==> src/rtl/seq_mult_if.sv <==
// seq_mult_if: operand/result bus for the seq_mult iterative multiplier.
//
// Handshake rules, identical on both sides of the block: a transfer happens
// on a rising clock edge where valid and ready are both high. A source keeps
// valid and its payload stable until that edge. A sink may raise or drop
// ready freely. Here in_ready is high only while the multiplier is idle, and
// out_valid is high only while a finished product waits to be taken, so the
// input and output transfers can never happen on the same edge.
interface seq_mult_if #(
    parameter int WIDTH = 4
);
    // Operand side: the source drives these, the multiplier accepts them.
    logic               in_valid;
    logic               in_ready;
    logic [WIDTH-1:0]   in1;
    logic [WIDTH-1:0]   in2;
    logic               signed_mode;

    // Result side: the multiplier offers these, the consumer takes them.
    logic               out_valid;
    logic               out_ready;
    logic [2*WIDTH-1:0] outv;

    // Operand source and result consumer (the testbench or the surrounding logic).
    modport master (
        output in_valid,
        output in1,
        output in2,
        output signed_mode,
        output out_ready,
        input  in_ready,
        input  out_valid,
        input  outv
    );

    // The multiplier itself.
    modport slave (
        input  in_valid,
        input  in1,
        input  in2,
        input  signed_mode,
        input  out_ready,
        output in_ready,
        output out_valid,
        output outv
    );
endinterface

==> src/rtl/seq_mult.sv <==
// seq_mult: parametrised iterative shift-add multiplier, one operation in flight.
//
// Operands are accepted in IDLE. The block multiplies their magnitudes over
// WIDTH CALC cycles, one multiplier bit per cycle. It then applies the sign
// and holds the product in DONE until the consumer takes it.
//
// Optional macro SEQ_MULT_EARLY_TERM_EN: when it is defined, CALC ends as
// soon as the remaining multiplier bits are all zero. Latency then depends on
// the operand. When it is undefined, latency is a fixed WIDTH cycles for every
// operand pair.
//
// WIDTH must lie in 2..16. The product width is 2*WIDTH. The most negative
// signed operand has magnitude 2^(WIDTH-1), and that still fits in WIDTH
// unsigned bits, so the magnitude path never overflows.
module seq_mult #(
    parameter int WIDTH = 4
) (
    input  logic       clk,
    input  logic       rst_n,
    seq_mult_if.slave  bus,
    output logic [1:0] state_dbg
);
    localparam int PW = 2 * WIDTH;
    localparam int CW = $clog2(WIDTH);
    localparam logic [CW-1:0] CNT_LAST = CW'(WIDTH - 1);

    typedef enum logic [1:0] {
        IDLE = 2'd0,
        CALC = 2'd1,
        DONE = 2'd2
    } state_t;

    state_t           state;
    logic [PW-1:0]    acc;
    logic [PW-1:0]    mcand;
    logic [WIDTH-1:0] mplier;
    logic [CW-1:0]    cnt;
    logic             neg;
    logic [PW-1:0]    outv_r;
    logic             in_ready_r;
    logic             out_valid_r;

    // Operand magnitudes and sign of the result, derived from the live inputs.
    logic [WIDTH-1:0] mag1;
    logic [WIDTH-1:0] mag2;
    logic             neg_in;

    // Next values for one shift-add iteration and the product it would finish with.
    logic [PW-1:0]    acc_nxt;
    logic [WIDTH-1:0] mplier_nxt;
    logic [PW-1:0]    prod;
    logic             last;

    assign bus.in_ready  = in_ready_r;
    assign bus.out_valid = out_valid_r;
    assign bus.outv      = outv_r;
    assign state_dbg     = state;

    // Absolute values of the operands. In unsigned mode they pass through unchanged.
    always_comb begin
        mag1   = bus.in1;
        mag2   = bus.in2;
        neg_in = 1'b0;
        if (bus.signed_mode) begin
            if (bus.in1[WIDTH-1]) begin
                mag1 = -bus.in1;
            end
            if (bus.in2[WIDTH-1]) begin
                mag2 = -bus.in2;
            end
            neg_in = bus.in1[WIDTH-1] ^ bus.in2[WIDTH-1];
        end
    end

    // One iteration: conditional add, multiplier shift, and detection of the final step.
    always_comb begin
        acc_nxt    = mplier[0] ? (acc + mcand) : acc;
        mplier_nxt = mplier >> 1;
        // Negating zero gives zero, so a zero product never comes out with its sign set.
        prod       = neg ? (~acc_nxt + 1'b1) : acc_nxt;
`ifdef SEQ_MULT_EARLY_TERM_EN
        // Nothing is left to add once the shifted multiplier reaches zero.
        last       = (cnt == CNT_LAST) || (mplier_nxt == '0);
`else
        last       = (cnt == CNT_LAST);
`endif
    end

    // Control FSM and datapath registers. All outputs are registered here.
    always_ff @(posedge clk or negedge rst_n) begin
        if (!rst_n) begin
            state       <= IDLE;
            acc         <= '0;
            mcand       <= '0;
            mplier      <= '0;
            cnt         <= '0;
            neg         <= 1'b0;
            outv_r      <= '0;
            in_ready_r  <= 1'b1;
            out_valid_r <= 1'b0;
        end else begin
            case (state)
                IDLE: begin
                    if (bus.in_valid) begin
                        mcand      <= {{WIDTH{1'b0}}, mag1};
                        mplier     <= mag2;
                        neg        <= neg_in;
                        acc        <= '0;
                        cnt        <= '0;
                        in_ready_r <= 1'b0;
                        state      <= CALC;
                    end
                end
                CALC: begin
                    acc    <= acc_nxt;
                    mcand  <= mcand << 1;
                    mplier <= mplier_nxt;
                    cnt    <= cnt + 1'b1;
                    if (last) begin
                        outv_r      <= prod;
                        out_valid_r <= 1'b1;
                        state       <= DONE;
                    end
                end
                DONE: begin
                    // outv_r is left untouched so the last product stays visible while idle.
                    if (bus.out_ready) begin
                        out_valid_r <= 1'b0;
                        in_ready_r  <= 1'b1;
                        state       <= IDLE;
                    end
                end
                default: begin
                    out_valid_r <= 1'b0;
                    in_ready_r  <= 1'b1;
                    state       <= IDLE;
                end
            endcase
        end
    end
endmodule
==> src/flat_wrapper.sv <==
// flat-port wrapper written by rule: the top's interface ports become plain ports
module seq_mult_flat 
#(
    parameter int WIDTH = 4
)
  (clk, rst_n, state_dbg, bus_in_valid, bus_in1, bus_in2, bus_signed_mode, bus_out_ready, bus_in_ready, bus_out_valid, bus_outv);
  seq_mult_if #(.WIDTH(WIDTH)) bus_i ();
  input  logic clk;
  input  logic rst_n;
  output logic [1:0] state_dbg;
  input wire logic [$bits(bus_i.in_valid)-1:0] bus_in_valid;
  input wire logic [$bits(bus_i.in1)-1:0] bus_in1;
  input wire logic [$bits(bus_i.in2)-1:0] bus_in2;
  input wire logic [$bits(bus_i.signed_mode)-1:0] bus_signed_mode;
  input wire logic [$bits(bus_i.out_ready)-1:0] bus_out_ready;
  output wire logic [$bits(bus_i.in_ready)-1:0] bus_in_ready;
  output wire logic [$bits(bus_i.out_valid)-1:0] bus_out_valid;
  output wire logic [$bits(bus_i.outv)-1:0] bus_outv;
  assign bus_i.in_valid = bus_in_valid;
  assign bus_i.in1 = bus_in1;
  assign bus_i.in2 = bus_in2;
  assign bus_i.signed_mode = bus_signed_mode;
  assign bus_i.out_ready = bus_out_ready;
  assign bus_in_ready = bus_i.in_ready;
  assign bus_out_valid = bus_i.out_valid;
  assign bus_outv = bus_i.outv;
  seq_mult #(.WIDTH(WIDTH)) u_core (.clk(clk), .rst_n(rst_n), .bus(bus_i), .state_dbg(state_dbg));
endmodule
==> config.mk <==
export PLATFORM = sky130hd
export DESIGN_NAME = seq_mult_flat
export DESIGN_NICKNAME = d
export VERILOG_FILES = /design/src/rtl/seq_mult_if.sv /design/src/rtl/seq_mult.sv /design/src/flat_wrapper.sv
export SDC_FILE = /design/constraint.sdc
export NUM_CORES = 1
export LEC_CHECK = 0
export ABC_AREA = 1
export CORE_MARGIN = 3
export CORE_UTILIZATION = 50
export DETAILED_ROUTE_END_ITERATION = 10
export GPL_ROUTABILITY_DRIVEN = 0
export PLACE_DENSITY = 0.79
export SLEW_MARGIN = 40
export SYNTH_ARGS = -nofsm -noshare
export SYNTH_HDL_FRONTEND = slang
export SYNTH_SLANG_ARGS = --single-unit
==> constraint.sdc <==
create_clock -name clk -period 4.7 [get_ports clk]
set_input_delay 0.94 -clock clk [delete_from_list [all_inputs] [get_ports clk]]
set_output_delay 0.94 -clock clk [all_outputs]
set_load 0.02 [all_outputs]
==> results.txt, run 1 <==
----------------------------------------------------
[Pwr]
  Peak supply drop ... 0.000363 V
  Clock network fraction of design power ... 13.6%
  Power density cells ... 720 nW/um^2
  Combinational fraction of design power ... 56.0%
  Psw ... 839 uW
  Leakage dissipation ... 1.24 nW
  Int Pwr ... 936 uW
  Power share of the sequential group ... 30.4%
  Switching power share of the total ... 47.3%

[Global routing]
  Initial antenna violation count ... 0
  Remaining Overflow, GRT ... 0
  Global-route wire length before repair ... 7990 um
  Pin count of the biggest net entering global routing ... 36
  Overall fraction of global-route tracks in use ... 20.2%
  Vias in the first global route ... 1690

[Logic synthesis]
  Netlist Area Pre-Place ... 2080 sq um
  Ranking of synthesized cells by area ... sky130_fd_sc_hd__dfrtp_1, sky130_fd_sc_hd__nand2_1, sky130_fd_sc_hd__ha_1
  Total nets after synthesis ... 293
  Number of enable flip-flop cells after synthesis ... 0
  Average cell area after synthesis ... 7.77 sq um
  Simple-gate area share of the yosys netlist ... 25.7%
  Most frequent cells after synthesis ... sky130_fd_sc_hd__nand2_1, sky130_fd_sc_hd__inv_1, sky130_fd_sc_hd__dfrtp_1
  Flops & latches, synth ... 35
  Multiplexer fraction of the synthesized cell area ... 0%
  Post-synth ARST share ... 100%
  Adder-cell share of the synthesized area ... 7.57%
  Cell with the most instances after synthesis ... sky130_fd_sc_hd__nand2_1
  Main combinational cell family by area after synthesis ... simple AND/OR/NAND/NOR gates
  Most frequently used flop master after synthesis ... sky130_fd_sc_hd__dfrtp_1
  Total number of yosys warnings ... 0
  XOR/XNOR share of the synthesized area ... 1.26%
  Number of distinct library cells after synthesis ... 33
  Cell type with the largest total area after synthesis ... sky130_fd_sc_hd__dfrtp_1
  Fraction of the yosys area taken by sequential cells ... 42.1%
  Share of the synthesized area in the top cell type ... 40.8%
  Cell count after synthesis ... 268
  Compound-cell area share of the yosys netlist ... 14.0%

[Finish]
  Layout cells sized above 1 ... 9.12%
  Layout-stage area growth over the synthesis result ... 18.3%
  Number of nets at the end of the flow ... 320
  Number of inserted diodes ... 0

[Die]
  Initial cell density of the core ... 54.4%
  I/O pin total ... 25
  Chip width ... 70.6 um
  Die height ... 70.6 um
  Num rows ... 22
  Total core area ... 3830 sq um
  Full die area ... 4980 sq um

[Routing]
  DRT antenna net count ... 0
  Pre-Repair DR Iteration Count ... 5
  Residual DRC ... 0
  Initial DRC count ... 111
  Detailed-route via count ... 1819
  Detailed-route wire length ... 4650 um
  Wire length per cell after detailed routing ... 13.5 um
  Via density per instance ... 5.29

[Timing]
  Final Worst Setup Slack ... 2.33 ns
  Worst max-slew margin expressed relative to the limit ... 60.2%
  Aggregate negative setup slack ... 0 ns
  Final Hold Fails ... 0
  Tightest hold margin ... 0.488 ns
  Setup repair after global routing missed its margin ... false
  Final worst-path cycle share ... 50.4%
  Worst slew pin tran ... 0.597 ns
  Crit path time final ... 2.37 ns
  Final setup vio count ... 0
  Largest clock skew in the final design ... 0.00515 ns
  Maximum clock frequency ... 0.422 GHz
  Final number of max-transition violations ... 0

[Worst setup path]
  Highest net fanout along the worst path ... 14
  Buffers and inverters on the worst path ... 3
  Kind of capture point of the worst setup path ... flop
  Cell mode on critical path ... sky130_fd_sc_hd__inv_2
  Cell with the largest stage delay on the worst path ... sky130_fd_sc_hd__nor2_2
  CP Data Required Time ... 4.90 ns
  Critical path class ... input pin to flop
  Critical path data arrival time ... 2.57 ns
  Crit path cell chain ... clkdlybuf4s50_1 -> nand2_1 -> inv_2 -> nor2_2 -> inv_2 -> o221ai_1
  Kind of launch point of the worst setup path ... input pin
  Top Family by Delay on Critical Path ... buffers and inverters
  Maximum cell stage delay along the critical path ... 0.48 ns

[Clock tree]
  CTS hold repair buffers ... 0
  Post-CTS setup buffers ... 0
  Total clock buffers created by CTS ... 5
  Clock transition at path regs ... 0.07 ns
  Total number of H-tree levels ... 2
  TritonCTS clock tree ... done
  # clock sinks ... 35
  Clock root buffer ... sky130_fd_sc_hd__clkbuf_8
  Post-CTS sizing ... 0
  Buffers from clock root to sink, at most ... 2
  Clock latency reported for the late side of the worst-skew pair ... 0.29 ns

[Place]
  DP Wirelength ... 3520 um
  Worst setup timing slack at the placement stage ... 2.06 ns
  Count of buffers inserted at the top-level ports ... 24

[Run status]
  Outcome ... complete, no violations

[Hold path]
  Type of the most critical hold path ... flop to flop

[Flow run]
  Number of maximum-capacitance constraint violations ... 0

----------------------------------------------------
-- state kept, by name (all words and copies together) (netlist names) --
| signal | flops |
|---|---|
| u_core.acc | 8 |
| u_core.bus.in_ready | 1 |
| u_core.bus.out_valid | 1 |
| u_core.bus.outv | 8 |
| u_core.cnt | 2 |
| u_core.mcand | 8 |
| u_core.mplier | 4 |
| u_core.neg | 1 |
| u_core.state_dbg | 2 |
-- per-layer routing --
layer  GRT usage (%)  vias to the layer above  wire length (um)
li1                -                      928                 -
met1            27.3                      835              2160
met2            32.2                       45              2190
met3            4.55                       11               216
met4            7.10                        0                87
met5               0                        -                 0
-- metrics by stage --
step / utilization (%) / power (mW) / std cells / cell area (sq um)
after floorplan: - / 1.26 / 268 / 2080
after global placement: 61.8 / 1.50 / 336 / 2360
after detailed placement: 61.8 / 1.54 / 336 / 2360
after CTS: 64.4 / 1.78 / 344 / 2460
after global routing: 64.4 / 1.93 / 344 / 2460
final: 64.4 / 1.77 / 344 / 2460
-- final cells by class --
class	count	area, sq um
fillers	326	1360
multi-input cells	184	1010
flip-flops and latches	35	877
repair buffers	25	248
inverters	44	168
clock buffers	8	100
well taps	48	60.1
-- worst reg2reg max path, delay by kind of cell, from the launching register on --
| kind | cells | cell delay [ns] |
|---|---|---|
| buf+inv | 1 | 0.06 |
| flops | 1 | 0.38 |
| simple gates | 8 | 0.68 |
| compound gates | 1 | 0.21 |
| fa+ha+maj | 3 | 0.91 |
-- placed cells by master, fill, tap and decap left out --
cell,instances
sky130_fd_sc_hd__nand2_1,76
sky130_fd_sc_hd__inv_1,36
sky130_fd_sc_hd__dfrtp_1,34
sky130_fd_sc_hd__clkdlybuf4s50_1,24
sky130_fd_sc_hd__nand3_1,20
sky130_fd_sc_hd__o21ai_1,16
sky130_fd_sc_hd__ha_1,11
sky130_fd_sc_hd__nor2_1,10
sky130_fd_sc_hd__o21ai_0,7
sky130_fd_sc_hd__o22ai_1,7
sky130_fd_sc_hd__a21oi_1,7
sky130_fd_sc_hd__clkbuf_8,7
sky130_fd_sc_hd__inv_2,6
sky130_fd_sc_hd__a22oi_1,4
sky130_fd_sc_hd__nor2_4,3
sky130_fd_sc_hd__nor3_1,3
sky130_fd_sc_hd__nor2_2,3
sky130_fd_sc_hd__nand2_2,2
sky130_fd_sc_hd__o221ai_1,2
sky130_fd_sc_hd__nand3_2,2
sky130_fd_sc_hd__nand4_1,2
sky130_fd_sc_hd__xnor2_1,2
sky130_fd_sc_hd__o31ai_1,2
sky130_fd_sc_hd__inv_4,1
sky130_fd_sc_hd__o21ai_4,1
sky130_fd_sc_hd__clkinv_1,1
sky130_fd_sc_hd__a32o_1,1
sky130_fd_sc_hd__a22o_1,1
sky130_fd_sc_hd__xor2_1,1
sky130_fd_sc_hd__fa_1,1
sky130_fd_sc_hd__clkbuf_1,1
sky130_fd_sc_hd__buf_4,1
sky130_fd_sc_hd__dfstp_2,1
-- power groups by stage --
stage	Sequential [mW]	Combinational, mW	Clock, mW
after floorplan	0.552	0.710	0
after CTS	0.538	0.995	0.243
final	0.539	0.994	0.242
after global placement	0.538	0.958	0
after detailed placement	0.543	0.992	0
after global routing	0.555	1.12	0.258
-- cell families after synthesis --
group / after synthesis
buf+inv: 49
fa+ha+maj: 12
compound gates: 48
flops: 35
xor+xnor: 3
simple gates: 121
-- path summary, 6_finish.rpt --
path,slack (ns),cells past startpoint,startpoint,to
worst max register to register,2.37,13,u_core.mcand[0]$_DFFE_PN0P_,u_core.bus.outv[6]$_DFFE_PN0P_
min in group asynchronous,1.06,2,rst_n,u_core.bus.outv[6]$_DFFE_PN0P_
worst min register to register,0.49,2,u_core.bus.out_valid$_DFFE_PN0P_,u_core.bus.out_valid$_DFFE_PN0P_
max in group asynchronous,3.29,2,rst_n,u_core.bus.in_ready$_DFFE_PN1P_
worst max-delay path,2.33,6,bus_in_valid,u_core.mplier[0]$_DFFE_PN0P_
worst min-delay path,0.49,2,u_core.bus.out_valid$_DFFE_PN0P_,u_core.bus.out_valid$_DFFE_PN0P_
Power figures use the tool's default switching activity.
==> run 2, diff against run 1 <==
==> constraint.sdc (replaced) <==
create_clock -name clk -period 2.2 [get_ports clk]
set_input_delay 0.44 -clock clk [delete_from_list [all_inputs] [get_ports clk]]
set_output_delay 0.44 -clock clk [all_outputs]
set_load 0.02 [all_outputs]
==> run 2 against run 1 <==
Compared with the run above: non-clock buffer count up 6; sequential share of layout area down 1.2 points; first-iteration DRC count up 12%; count of clock-buffer cells in the layout unchanged; combinational power up 130%; cell area up 3.4%; global-route usage down 1.7 points; wire length down 6.5%; sequential power up 110%; worst hold slack worse by 0.023 ns; final cell count up 1.7%; critical path type is now flop to flop; critical endpoint is now u_core.bus.outv[6]$_DFFE_PN0P_; highest routed layer unchanged.
==> results.txt, run 2 (synthesized netlist as in run 1, its figures left out) <==
----------------------------------------------------
[Worst setup path]
  Cell with the largest stage delay on the worst path ... sky130_fd_sc_hd__fa_2
  Maximum cell stage delay along the critical path ... 0.46 ns (-0.02 ns)
  FF-to-FF setup slack ... 0.05 ns (-2.32 ns)
  Cell mode on critical path ... sky130_fd_sc_hd__nand2_1
  Top Family by Delay on Critical Path ... adder cells
  Kind of launch point of the worst setup path ... flop
  Critical path data arrival time ... 2.33 ns (-0.24 ns)
  Kind of capture point of the worst setup path ... flop
  CP Data Required Time ... 2.38 ns (-2.52 ns)
  Buffers and inverters on the worst path ... 1 (-2)
  Highest net fanout along the worst path ... 3 (-11)
  Critical path class ... flop to flop
  Crit path cell chain ... ha_2 -> fa_2 -> o21ai_4 -> ha_4 -> inv_2 -> nor2_2 -> nand3_1 -> nor2_1 -> nand2_1 -> nand2_1 -> nand2_1 -> nand3_1 -> nand2_1

[Finish]
  Number of inserted diodes ... 0 (unchanged)
  Commonest non-fill, non-tap cell in the layout ... sky130_fd_sc_hd__nand2_1
  Multi-input combinational cell area ... 1050 sq um (+3.5%)
  Commonest cells after routing, fill and taps aside ... sky130_fd_sc_hd__nand2_1, sky130_fd_sc_hd__inv_1, sky130_fd_sc_hd__dfrtp_1, sky130_fd_sc_hd__clkdlybuf4s50_1, sky130_fd_sc_hd__nand3_1
  Layout cells sized above 1 ... 13.2% (+4.1 points)
  Count of filler cells inserted in the layout ... 333 (+2.1%)
  Sequential cell area in the final layout ... 877 sq um (unchanged)
  Post-layout utilization of the core ... 66.6% (+2.2 points)
  Number of nets at the end of the flow ... 326 (+1.9%)
  Layout-stage area growth over the synthesis result ... 22.3%

[Die]
  Initial cell density of the core ... 54.4% (unchanged)
  Die height ... 70.6 um (unchanged)
  Total core area ... 3830 sq um (unchanged)
  Num rows ... 22 (unchanged)
  Full die area ... 4980 sq um (unchanged)
  I/O pin total ... 25 (unchanged)
  Chip width ... 70.6 um (unchanged)

[Pwr]
  Switching power share of the total ... 46.0% (-1.3 points)
  Combinational fraction of design power ... 58.6% (+2.6 points)
  Peak supply drop ... 0.000871 V (+140%)
  Psw ... 1.83 mW (+120%)
  Clock network fraction of design power ... 12.9% (-0.7 points)
  Leakage dissipation ... 1.26 nW (+2.3%)
  Power density cells ... 1560 nW/um^2 (+120%)
  Int Pwr ... 2.15 mW (+130%)
  Power share of the sequential group ... 28.5% (-1.9 points)

[Timing]
  Worst slew pin tran ... 0.434 ns (-0.163 ns)
  Crit path time final ... 2.15 ns
  Worst max-slew margin expressed relative to the limit ... 71.1% (+11 points)
  Maximum clock frequency ... 0.466 GHz
  Setup repair after global routing missed its margin ... true
  Final number of max-transition violations ... 0 (unchanged)
  Final worst-path cycle share ... 97.5%
  Final Hold Fails ... 0 (unchanged)
  Final Worst Setup Slack ... 0.0547 ns (-2.28 ns)
  Final setup vio count ... 0 (unchanged)
  Largest clock skew in the final design ... 0.00861 ns (+0.00346 ns)

[Routing]
  Via density per instance ... 5.16 (-2.4%)
  Wire length per cell after detailed routing ... 12.4 um (-8.1%)
  Pre-Repair DR Iteration Count ... 4 (-1)
  Initial DRC count ... 124 (+12%)
  Detailed-route via count ... 1807 (-0.66%)
  Detailed-route wire length ... 4340 um (-6.5%)
  DRT antenna net count ... 0 (unchanged)
  Residual DRC ... 0 (unchanged)

[Global routing]
  Global-route wire length before repair ... 7480 um (-6.4%)
  Vias in the first global route ... 1725 (+2.1%)
  Pin count of the biggest net entering global routing ... 36 (unchanged)
  Overall fraction of global-route tracks in use ... 18.5% (-1.7 points)
  Remaining Overflow, GRT ... 0 (unchanged)
  Initial antenna violation count ... 0 (unchanged)

[Run status]
  Outcome ... complete, no violations

[Clock tree]
  Clock root buffer ... sky130_fd_sc_hd__clkbuf_8
  Total number of H-tree levels ... 2 (unchanged)
  Clock latency reported for the late side of the worst-skew pair ... 0.29 ns (about the same)
  TritonCTS clock tree ... done
  Clock transition at path regs ... 0.07 ns (about the same)
  CTS hold repair buffers ... 0 (unchanged)
  Total clock buffers created by CTS ... 5 (unchanged)
  Buffers from clock root to sink, at most ... 2 (unchanged)
  # clock sinks ... 35 (unchanged)

[Hold path]
  Type of the most critical hold path ... flop to flop

[Place]
  Worst setup timing slack at the placement stage ... 0.0101 ns (-2.05 ns)
  DP Wirelength ... 3250 um (-7.8%)
  Count of buffers inserted at the top-level ports ... 24 (unchanged)

[Flow run]
  Number of maximum-capacitance constraint violations ... 0 (unchanged)

----------------------------------------------------
run 2: worst min-delay path: cells and delay by family, from the launching register on:
family                 cells  cell delay, ns
buffers and inverters      1            0.04
AO/OA/AOI/OAI              1            0.06
flip-flops                 1            0.37
run 2: final cells by class:
cell class,instances,area share (%)
clock buffer,8,3.93
inverter,44,6.58
multi-input combinational,184,41.1
sequential,35,34.4
tap,48,2.36
timing repair buffer,31,11.6
run 2: final timing paths:
| path | start | to | cells past startpoint |
|---|---|---|---|
| hold reg to reg | u_core.bus.in_ready$_DFFE_PN1P_ | u_core.bus.in_ready$_DFFE_PN1P_ | 2 |
| setup reg to reg | u_core.acc[0]$_DFFE_PN0P_ | u_core.bus.outv[6]$_DFFE_PN0P_ | 13 |
| min in group asynchronous | rst_n | u_core.mcand[7]$_DFFE_PN0P_ | 2 |
| max in group asynchronous | rst_n | u_core.bus.in_ready$_DFFE_PN1P_ | 2 |
| setup / recovery | u_core.acc[0]$_DFFE_PN0P_ | u_core.bus.outv[6]$_DFFE_PN0P_ | 13 |
| hold / removal | u_core.bus.in_ready$_DFFE_PN1P_ | u_core.bus.in_ready$_DFFE_PN1P_ | 2 |
run 2: power groups by stage:
| stage | combinational [mW] | clock (mW) | sequential [mW] |
|---|---|---|---|
| 3_5_place_dp | 2.15 | 0 | 1.14 |
| 4_1_cts | 2.17 | 0.518 | 1.13 |
| 2_1_floorplan | 1.52 | 0 | 1.18 |
| 3_3_place_gp | 2.11 | 0 | 1.13 |
| 6_report | 2.33 | 0.514 | 1.13 |
| 5_1_grt | 2.64 | 0.546 | 1.18 |
run 2: repair_timing:
action | 4_1_cts | 5_1_grt
endpoints found under the setup margin | 0 | 4
resized for setup | 0 | 11
buffers inserted | 0 | 2
endpoints found under the hold margin | 0 | 0
run 2: metal layers:
metal	part of all wire [%]	wire, um	global-route usage [%]
met3	4.0	174	3.55
met4	0.83	36	6.26
met1	45	1960	24.4
met2	50	2170	30.7
met5	0	0	0
run 2: through the flow:
step / setup TNS, ns / area (sq um) / hold slack, ns / instances / power [mW]
6_report: 0 / 2550 / 0.465 / 350 / 3.98
5_1_grt: -0.177 / 2550 / 0.499 / 350 / 4.37
4_1_cts: 0 / 2490 / 0.469 / 348 / 3.82
3_5_place_dp: 0 / 2390 / 0.458 / 340 / 3.30
3_3_place_gp: 0 / 2390 / 0.458 / 340 / 3.24
2_1_floorplan: 0 / 2080 / 0.144 / 268 / 2.70
==> run 3, diff against run 2 <==
--- a/config.mk
+++ b/config.mk
@@ -6,7 +6,7 @@
 export NUM_CORES = 1
 export LEC_CHECK = 0
 export ABC_AREA = 1
-export CORE_MARGIN = 3
+export CAP_MARGIN = 40
 export CORE_UTILIZATION = 50
 export DETAILED_ROUTE_END_ITERATION = 10
 export GPL_ROUTABILITY_DRIVEN = 0
==> run 3 against run 2 <==
Compared with the run above: largest power group unchanged; sequential power barely moved; final cell count rose by 1.1%; register-to-register slack got worse by 0.05 ns; utilization fell by 3.1 points; first-iteration DRC count rose by 19%; die area fell by 11%; global-route usage rose by 4.0 points; via count rose by 3.8%; count of clock-buffer cells in the layout fell by 1; non-clock buffer count rose by 2; critical path type unchanged; largest cell class unchanged; maximum frequency fell by 2.1%; critical path depth did not move.
==> results.txt, run 3 (synthesized netlist as in run 1, its figures left out) <==
----------------------------------------------------
[Timing]
  Maximum clock frequency ... 0.456 GHz (-2.1%)
  Worst max-slew margin expressed relative to the limit ... 70.6% (-0.44 points)
  Largest clock skew in the final design ... 0.0159 ns (+0.00727 ns)
  Aggregate negative setup slack ... 0 ns (unchanged)
  Worst slew pin tran ... 0.441 ns (+0.00658 ns)
  Setup repair after global routing missed its margin ... true
  Final Hold Fails ... 0 (unchanged)
  Final number of max-transition violations ... 0 (unchanged)
  Final worst-path cycle share ... 99.6% (+2.1 points)
  Final setup vio count ... 0 (unchanged)
  Crit path time final ... 2.19 ns (+0.0465 ns)

[Hold path]
  Startpoint of the tightest hold check path ... u_core.bus.in_ready$_DFFE_PN1P_
  Cell depth of the worst hold path ... 2 (unchanged)
  End of the worst hold path ... u_core.bus.in_ready$_DFFE_PN1P_
  Type of the most critical hold path ... flop to flop

[Die]
  Die height ... 66.6 um (-5.7%)
  Initial cell density of the core ... 52.1% (-2.4 points)
  Num rows ... 23 (+4.5%)
  I/O pin total ... 25 (unchanged)
  Total core area ... 4000 sq um (+4.5%)
  Chip width ... 66.6 um (-5.7%)
  Full die area ... 4430 sq um (-11%)

[Clock tree]
  Total number of H-tree levels ... 2 (unchanged)
  Clock transition at path regs ... 0.08 ns (about the same)
  Buffers from clock root to sink, at most ... 2 (unchanged)
  Total clock buffers created by CTS ... 5 (unchanged)
  TritonCTS clock tree ... done
  Clock latency reported for the late side of the worst-skew pair ... 0.30 ns (about the same)
  # clock sinks ... 35 (unchanged)
  Clock root buffer ... sky130_fd_sc_hd__clkbuf_8
  CTS hold repair buffers ... 0 (unchanged)

[Routing]
  Detailed-route via count ... 1875 (+3.8%)
  Via density per instance ... 5.30 (+2.6%)
  Pre-Repair DR Iteration Count ... 4 (unchanged)
  DRT antenna net count ... 0 (unchanged)
  Detailed-route wire length ... 4490 um (+3.3%)
  Initial DRC count ... 147 (+19%)
  Wire length per cell after detailed routing ... 12.7 um (+2.1%)
  Residual DRC ... 0 (unchanged)

[Run status]
  Outcome ... complete, no violations

[Global routing]
  Remaining Overflow, GRT ... 0 (unchanged)
  Vias in the first global route ... 1736 (+0.64%)
  Global-route wire length before repair ... 7430 um (-0.64%)
  Pin count of the biggest net entering global routing ... 36 (unchanged)
  Initial antenna violation count ... 0 (unchanged)
  Overall fraction of global-route tracks in use ... 22.5% (+4.0 points)

[Worst setup path]
  Critical path data arrival time ... 2.39 ns (+0.06 ns)
  Buffers and inverters on the worst path ... 1 (unchanged)
  Crit path cell chain ... ha_2 -> fa_1 -> o21ai_4 -> ha_4 -> inv_2 -> nor2_2 -> nand3_1 -> nor2_1 -> nand2_1 -> nand2_1 -> nand2_1 -> nand3_1 -> nand2_1
  End of the worst register-to-register path ... u_core.bus.outv[6]$_DFFE_PN0P_
  Cell with the largest stage delay on the worst path ... sky130_fd_sc_hd__fa_1
  Highest net fanout along the worst path ... 3 (unchanged)
  Kind of launch point of the worst setup path ... flop
  Cell mode on critical path ... sky130_fd_sc_hd__nand2_1
  Startpoint of the worst register-to-register path ... u_core.acc[0]$_DFFE_PN0P_
  Number of cells on the worst reg-to-reg path ... 13 (unchanged)
  Top Family by Delay on Critical Path ... adder cells
  CP Data Required Time ... 2.40 ns (+0.02 ns)
  Maximum cell stage delay along the critical path ... 0.48 ns (+0.02 ns)
  FF-to-FF setup slack ... 0.008 ns (-0.05 ns)
  Critical path class ... flop to flop
  Kind of capture point of the worst setup path ... flop

[Finish]
  Commonest non-fill, non-tap cell in the layout ... sky130_fd_sc_hd__nand2_1
  Final non-filler cell total ... 354 (+1.1%)
  Number of nets at the end of the flow ... 328 (+0.61%)
  Layout-stage area growth over the synthesis result ... 21.8%
  Commonest cells after routing, fill and taps aside ... sky130_fd_sc_hd__nand2_1, sky130_fd_sc_hd__inv_1, sky130_fd_sc_hd__dfrtp_1, sky130_fd_sc_hd__clkdlybuf4s50_1, sky130_fd_sc_hd__nand3_1
  Count of filler cells inserted in the layout ... 363 (+9.0%)
  Number of inserted diodes ... 0 (unchanged)
  Layout cells sized above 1 ... 13.2% (-0.087 points)

[Place]
  Placed cells ... 342 (+0.59%)
  Count of buffers inserted at the top-level ports ... 24 (unchanged)
  DP Wirelength ... 3290 um (+1.2%)

[Pwr]
  Leakage dissipation ... 1.27 nW (+0.30%)
  Power density cells ... 1560 nW/um^2 (about the same)
  Peak supply drop ... 0.000824 V (-5.4%)

[Flow run]
  Number of maximum-capacitance constraint violations ... 0 (unchanged)

----------------------------------------------------
run 3: cell type report:
class                      instances  area (sq um)  area share [%]
multi-input combinational        184          1030            40.6
sequential                        35           877            34.6
timing repair buffer              33           308            12.1
inverter                          44           168            6.61
clock buffer                       7          86.3            3.40
tap                               50          62.6            2.47
clock inverter                     1          5.00           0.197
run 3: worst max path at each step:
stage                                     start  slack [ns]                        endpoint  depth (start not counted)
global placement    u_core.mcand[0]$_DFFE_PN0P_        0.04  u_core.bus.outv[6]$_DFFE_PN0P_                         13
global route          u_core.acc[0]$_DFFE_PN0P_       -0.11  u_core.bus.outv[6]$_DFFE_PN0P_                         13
detailed placement  u_core.mcand[0]$_DFFE_PN0P_      -0.005  u_core.bus.outv[6]$_DFFE_PN0P_                         13
finish                u_core.acc[0]$_DFFE_PN0P_       0.008  u_core.bus.outv[6]$_DFFE_PN0P_                         13
floorplan           u_core.mcand[0]$_DFFE_PN0P_        0.10  u_core.bus.outv[6]$_DFFE_PN0P_                         13
CTS                 u_core.mcand[0]$_DFFE_PN0P_        0.01  u_core.bus.outv[6]$_DFFE_PN0P_                         13
run 3: per-layer routing:
layer,global-route usage [%],part of all wire (%)
met3,4.11,3.1
met4,10.1,2.0
met1,27.5,45
met5,0,0
met2,38.1,50
run 3: worst register-to-register path, stage by stage (launching register included):
cell and delay (ns):
sky130_fd_sc_hd__dfrtp_1 0.38, sky130_fd_sc_hd__ha_2 0.20, sky130_fd_sc_hd__fa_1 0.48, sky130_fd_sc_hd__o21ai_4 0.22, sky130_fd_sc_hd__ha_4 0.16, sky130_fd_sc_hd__inv_2 0.04
sky130_fd_sc_hd__nor2_2 0.08, sky130_fd_sc_hd__nand3_1 0.10, sky130_fd_sc_hd__nor2_1 0.11, sky130_fd_sc_hd__nand2_1 0.08, sky130_fd_sc_hd__nand2_1 0.07, sky130_fd_sc_hd__nand2_1 0.05
sky130_fd_sc_hd__nand3_1 0.08, sky130_fd_sc_hd__nand2_1 0.05
run 3: where the power goes:
group | switching (mW) | total (mW) | leakage, nW | internal (mW)
combinational | 1.39 | 2.34 | 0.774 | 0.955
clock | 0.231 | 0.484 | 0.0482 | 0.252
sequential | 0.221 | 1.14 | 0.446 | 0.915
total | 1.84 | 3.96 | 1.27 | 2.12
run 3: metrics by stage:
step	setup WS, ns	total power, mW	hold slack [ns]	instance area (sq um)	utilization (%)
2_1_floorplan	0.102	2.70	0.144	2080	-
3_3_place_gp	0.0432	3.24	0.457	2400	59.9
3_5_place_dp	-0.00503	3.31	0.465	2400	59.9
4_1_cts	0.0149	3.84	0.476	2500	62.5
5_1_grt	-0.111	4.30	0.496	2540	63.4
6_report	0.00826	3.96	0.469	2540	63.4
run 3: repair_timing:
action	4_1_cts	5_1_grt
setup endpoints to repair	1	3
endpoints found under the hold margin	0	0
resized for setup	2	4
buffers inserted	1	3
pin swaps	2	9
